--- src/rtl/add64_seq_pkg.sv ---
// Shared constants and state encoding for the multi-cycle wide adder.
package add64_seq_pkg;

    localparam int unsigned CHUNK_W = 16;

    typedef enum logic [1:0] {
        S_IDLE = 2'd0,
        S_RUN  = 2'd1,
        S_DONE = 2'd2
    } state_e;

endpackage : add64_seq_pkg

--- src/rtl/add_64_seq_cla.sv ---
// 16-bit adder built from four 4-bit carry-lookahead groups, group carries rippled.
module CLA_16_bit_ripple (
    input  logic [15:0] a,
    input  logic [15:0] b,
    input  logic        c_in,
    output logic [15:0] sum,
    output logic        c_out
);

    logic       carry;
    logic [4:0] grp_res;

    // One 4-bit lookahead group: returns {carry_out, sum[3:0]}.
    function automatic logic [4:0] cla4(input logic [3:0] x, input logic [3:0] y, input logic ci);
        logic [3:0] p;
        logic [3:0] g;
        logic [4:0] c;
        p    = x ^ y;
        g    = x & y;
        c[0] = ci;
        c[1] = g[0] | (p[0] & ci);
        c[2] = g[1] | (p[1] & g[0]) | (p[1] & p[0] & ci);
        c[3] = g[2] | (p[2] & g[1]) | (p[2] & p[1] & g[0]) | (p[2] & p[1] & p[0] & ci);
        c[4] = g[3] | (p[3] & g[2]) | (p[3] & p[2] & g[1]) | (p[3] & p[2] & p[1] & g[0])
             | (p[3] & p[2] & p[1] & p[0] & ci);
        return {c[4], p ^ c[3:0]};
    endfunction

    // Ripple the group carry through the four lookahead groups.
    always_comb begin
        carry   = c_in;
        sum     = '0;
        grp_res = '0;
        for (int g = 0; g < 4; g++) begin
            grp_res        = cla4(a[4*g +: 4], b[4*g +: 4], carry);
            sum[4*g +: 4]  = grp_res[3:0];
            carry          = grp_res[4];
        end
        c_out = carry;
    end

endmodule : CLA_16_bit_ripple

--- src/rtl/add_64_seq.sv ---
// Wide add/subtract that streams operands through one 16-bit adder, a chunk per cycle.
module add_64_seq
    import add64_seq_pkg::*;
#(
    parameter int unsigned NUM_CHUNKS = 4
) (
    input  logic                          clk,
    input  logic                          rst_n,
    input  logic                          in_valid,
    output logic                          in_ready,
    input  logic [CHUNK_W*NUM_CHUNKS-1:0] a,
    input  logic [CHUNK_W*NUM_CHUNKS-1:0] b,
    input  logic                          c_in,
    input  logic                          sub,
    output logic                          out_valid,
    input  logic                          out_ready,
    output logic [CHUNK_W*NUM_CHUNKS-1:0] sum,
    output logic                          c_out,
    output logic                          overflow
);

    localparam int unsigned W     = CHUNK_W * NUM_CHUNKS;
    localparam int unsigned IDX_W = $clog2(NUM_CHUNKS);
    localparam logic [IDX_W-1:0] LAST_IDX = IDX_W'(NUM_CHUNKS - 1);

    state_e state_q;
    state_e state_d;

    logic [W-1:0]       a_q;
    logic [W-1:0]       b_q;
    logic               carry_q;
    logic [IDX_W-1:0]   idx_q;
    logic [W-1:0]       sum_q;
    logic               c_out_q;
    logic               overflow_q;

    logic [CHUNK_W-1:0] a_chunk_c;
    logic [CHUNK_W-1:0] b_chunk_c;
    logic [CHUNK_W-1:0] sum_chunk_c;
    logic               chunk_cout_c;
    logic               accept_c;
    logic               last_c;
    logic               msb_cin_c;

    // Chunk select feeding the single shared adder slice.
    assign a_chunk_c = a_q[CHUNK_W*32'(idx_q) +: CHUNK_W];
    assign b_chunk_c = b_q[CHUNK_W*32'(idx_q) +: CHUNK_W];

    CLA_16_bit_ripple u_cla (
        .a     (a_chunk_c),
        .b     (b_chunk_c),
        .c_in  (carry_q),
        .sum   (sum_chunk_c),
        .c_out (chunk_cout_c)
    );

    assign accept_c  = in_valid && in_ready;
    assign last_c    = (idx_q == LAST_IDX);
    // Carry entering the sign bit, recovered from the sign-bit sum.
    assign msb_cin_c = a_chunk_c[CHUNK_W-1] ^ b_chunk_c[CHUNK_W-1] ^ sum_chunk_c[CHUNK_W-1];

    assign sum      = sum_q;
    assign c_out    = c_out_q;
    assign overflow = overflow_q;

    // State register.
    always_ff @(posedge clk or negedge rst_n) begin
        if (!rst_n) begin
            state_q <= S_IDLE;
        end else begin
            state_q <= state_d;
        end
    end

    // Next-state logic and handshake strobes.
    always_comb begin
        state_d   = state_q;
        in_ready  = 1'b0;
        out_valid = 1'b0;
        unique case (state_q)
            S_IDLE: begin
                in_ready = 1'b1;
                if (in_valid) begin
                    state_d = S_RUN;
                end
            end
            S_RUN: begin
                if (last_c) begin
                    state_d = S_DONE;
                end
            end
            S_DONE: begin
                out_valid = 1'b1;
                if (out_ready) begin
                    state_d = S_IDLE;
                end
            end
            default: begin
                state_d = S_IDLE;
            end
        endcase
    end

    // Operand capture, chunk carry register and result write-back.
    always_ff @(posedge clk or negedge rst_n) begin
        if (!rst_n) begin
            a_q        <= '0;
            b_q        <= '0;
            carry_q    <= 1'b0;
            idx_q      <= '0;
            sum_q      <= '0;
            c_out_q    <= 1'b0;
            overflow_q <= 1'b0;
        end else if (accept_c) begin
            a_q     <= a;
            b_q     <= sub ? ~b : b;
            carry_q <= sub ? 1'b1 : c_in;
            idx_q   <= '0;
        end else if (state_q == S_RUN) begin
            sum_q[CHUNK_W*32'(idx_q) +: CHUNK_W] <= sum_chunk_c;
            carry_q <= chunk_cout_c;
            if (last_c) begin
                c_out_q    <= chunk_cout_c;
                overflow_q <= msb_cin_c ^ chunk_cout_c;
            end else begin
                idx_q <= idx_q + IDX_W'(1);
            end
        end
    end

endmodule : add_64_seq

--- config.mk ---
export PLATFORM = sky130hd
export DESIGN_NAME = add_64_seq
export DESIGN_NICKNAME = d
export VERILOG_FILES = /design/src/rtl/add64_seq_pkg.sv /design/src/rtl/add_64_seq_cla.sv /design/src/rtl/add_64_seq.sv
export SDC_FILE = /design/constraint.sdc
export NUM_CORES = 1
export LEC_CHECK = 0
export ABC_CLOCK_PERIOD_IN_PS = 9100
export CAP_MARGIN = 20
export CORE_MARGIN = 1.5
export CORE_UTILIZATION = 30
export CTS_CLUSTER_SIZE = 40
export DETAILED_ROUTE_END_ITERATION = 10
export SYNTH_ARGS = -nofsm -noshare
export SYNTH_HDL_FRONTEND = slang
export SYNTH_SLANG_ARGS = --single-unit
--- constraint.sdc ---
create_clock -name clk -period 9.1 [get_ports clk]
set_clock_uncertainty 0.2 [all_clocks]
set_input_delay 1.82 -clock clk [delete_from_list [all_inputs] [get_ports clk]]
set_output_delay 1.82 -clock clk [all_outputs]
set_load 0.01 [all_outputs]
==> flow_summary.json <==
{
  "multi_input_area_um2": 4420,
  "synth_top_cell_by_area": "dfrtp_1",
  "firstDrtPassIters": 5,
  "hold_depth": 2,
  "die_h_um": 182,
  "drc_errors": 0,
  "syn_inst": 801,
  "placed_cell_area_um2": 12000,
  "r2r_cells": 10,
  "ys_ff_latch": 199,
  "synth_top_cells_by_area": "dfrtp_1 52%, mux2_2 7.6%, mux4_2 7.5%",
  "drive_above_1_share_pct": 15.0,
  "cap_violations": 0,
  "maxSlewViolCount": 0,
  "setup_viol": 0,
  "timing.fmax_mhz": 230,
  "power.total_mw": 5.42,
  "vias": 6923,
  "num-fill-cells": 3025,
  "start_kind": "flop",
  "power_leakage_nw": 5.03,
  "dieArea_um2": 33100,
  "drt-initial-drc-count": 438,
  "ys.flop_type": "dfrtp_1",
  "grt-ovfl-total": 0,
  "start_util_pct": 30.5,
  "crit_fanout": 41,
  "clockBufferDepth": 2,
  "path_clk_slew_ns": 0.07,
  "worst_ep_required_time_ns": 9.22,
  "post_cts_buffers": 0,
  "critPathArrivalTime_ns": 4.47,
  "place.gp.congestion": 0.854,
  "p_per_area_nw_per_um2": 430,
  "synth_warnings": 0,
  "utilization_pct": 40.0,
  "avgSynthCellArea_um2": 12.0,
  "maxSlewHeadroom_pct": 32.3,
  "synthTopCellsByCount": "199 x dfrtp_1, 82 x nor2_1, 74 x a21oi_1, 70 x xnor2_1, 65 x mux2_2",
  "cts_max_level": 4,
  "cts_root_buf": "clkbuf_16",
  "grt_pass1_vias": 6915,
  "grt_usage_pct": 16.4,
  "finalHoldViolations": 0,
  "rows": 65,
  "cts_tree": "done",
  "nets": 1141,
  "path_class": "flop to flop",
  "wirelength_um": 26400,
  "synth_area_um2": 9610,
  "fin_crit_ns": 4.35,
  "rsz0062_at_grt": "false",
  "tns_ns": 0,
  "cts_resized": 0,
  "cts_buffers": 17,
  "synthToLayoutAreaGrowth_pct": 31.2,
  "diodes": 0,
  "grt_max_degree": 196,
  "setup.worst_path.end_class": "flop",
  "synthArstFlopShare_pct": 100,
  "worst_pin_slew_ns": 1.02,
  "peakVddDrop_v": 0.000289,
  "coreArea_um2": 31600,
  "grt_antenna_before_repair": 0,
  "num_io_pins": 202,
  "regArea_um2": 4980,
  "ys_types": 50,
  "ys_seq_area_share_pct": 51.8,
  "port_buffers": 201,
  "fin_crit_sh_pct": 47.8,
  "hpwl_um": 19200,
  "final_area_um2": 12600,
  "hold_path_class": "flop to flop",
  "grt_pass1_wl_um": 41100,
  "synth_edf_count": 0,
  "synth_top_cell_area_share_pct": 51.8,
  "drt-vias-per-instance": 4.96,
  "cts_sinks": 199,
  "die_w_um": 182,
  "synth_most_common_cell": "dfrtp_1",
  "clock_latency_ns": 0.44,
  "wire_per_inst_um": 18.9,
  "cts-hold-fix-buffers": 0,
  "status": "finished clean",
  "syn_nets": 961,
  "ant_nets": 0
}
[metal layers]
layer / track usage [%] / vias to the layer above / wire length (um) / part of all wire (%)
met1: 22.7 / 3406 / 12200 / 46
met2: 25.8 / 241 / 12100 / 46
li1: - / 3243 / - / -
met4: 4.60 / 0 / 544 / 2.1
met3: 3.75 / 33 / 1520 / 5.7
met5: 0 / - / 0 / 0
[path summary, 6_finish.rpt]
kind | end | slack (ns) | from
setup / recovery | sum[44] | 4.75 | idx_q[0]
hold / removal | sum[3] | 0.29 | sum[3]
setup reg to reg | sum[44] | 4.75 | idx_q[0]
hold reg to reg | sum[3] | 0.29 | sum[3]
max in group asynchronous | idx_q[0] | 6.19 | rst_n
min in group asynchronous | a_q[4] | 1.31 | rst_n
[power breakdown]
group | switching, mW | internal [mW] | total (mW)
Sequential | 0.254 | 1.31 | 1.56
Combinational | 1.75 | 1.33 | 3.09
Clock | 0.353 | 0.418 | 0.771
[sequential cells by signal, indices dropped and copies added (netlist names)]
register,count
sum,64
carry_q,1
c_out,1
a_q,64
b_q,64
overflow,1
idx_q,2
state_q,2
[critical path: stages (launching register included)]
cell and delay [ns]:
dfrtp_2 0.34, buf_4 0.61, mux4_2 0.65, ha_1 0.32, a21oi_1 0.07, nand4b_1 0.20, a311oi_1 0.58, nor3_1 0.09
o21ai_0 0.32, fa_1 0.55, a22o_1 0.23
[cell families (layout without fill, tap and decap cells)]
group	count (synthesis)	in the layout	synth area share, %
AOI/OAI and AO/OA	175	175	11.3
xor gates and xnor gates	71	71	6.47
and+or+nand+nor	181	181	9.23
muxes	98	98	15.2
DFF	199	199	51.8
adders and majority gates	26	26	3.70
buffers and inverters	51	244	2.24
[cell usage in the layout (no fill, tap or decap), types with 4 or more instances in the layout]
cell type,instances
nand2b_1,9
mux2_2,65
o311a_1,4
o21ai_0,35
o31ai_1,14
nand3_1,11
fa_1,4
a22o_1,25
nor2b_1,4
xnor2_1,70
clkinvlp_4,4
nand2_1,45
inv_1,4
ha_1,22
buf_4,6
or4_1,5
nor3_2,4
nor3_1,5
clkbuf_16,17
dfrtp_1,197
a31oi_1,4
mux4_2,32
clkdlybuf4s50_1,199
a22oi_1,4
a21oi_1,74
nor2_1,82
[through the flow]
step | cells | hold slack, ns | worst slack [ns]
floorplan | 801 | 0.275 | 5.12
global placement | 1362 | 0.264 | 4.86
detailed placement | 1362 | 0.277 | 4.78
CTS | 1394 | 0.293 | 4.76
global route | 1396 | 0.307 | 4.50
finish | 1396 | 0.287 | 4.75
[final cells by class]
cell class,count,area share [%]
sequential,199,39.5
multi-input combinational,551,35.1
clock buffer,20,3.54
clock inverter,12,1.14
tap,402,3.99
inverter,4,0.119
timing repair buffer,208,16.6
No activity file was read; power rests on OpenSTA's default activity.
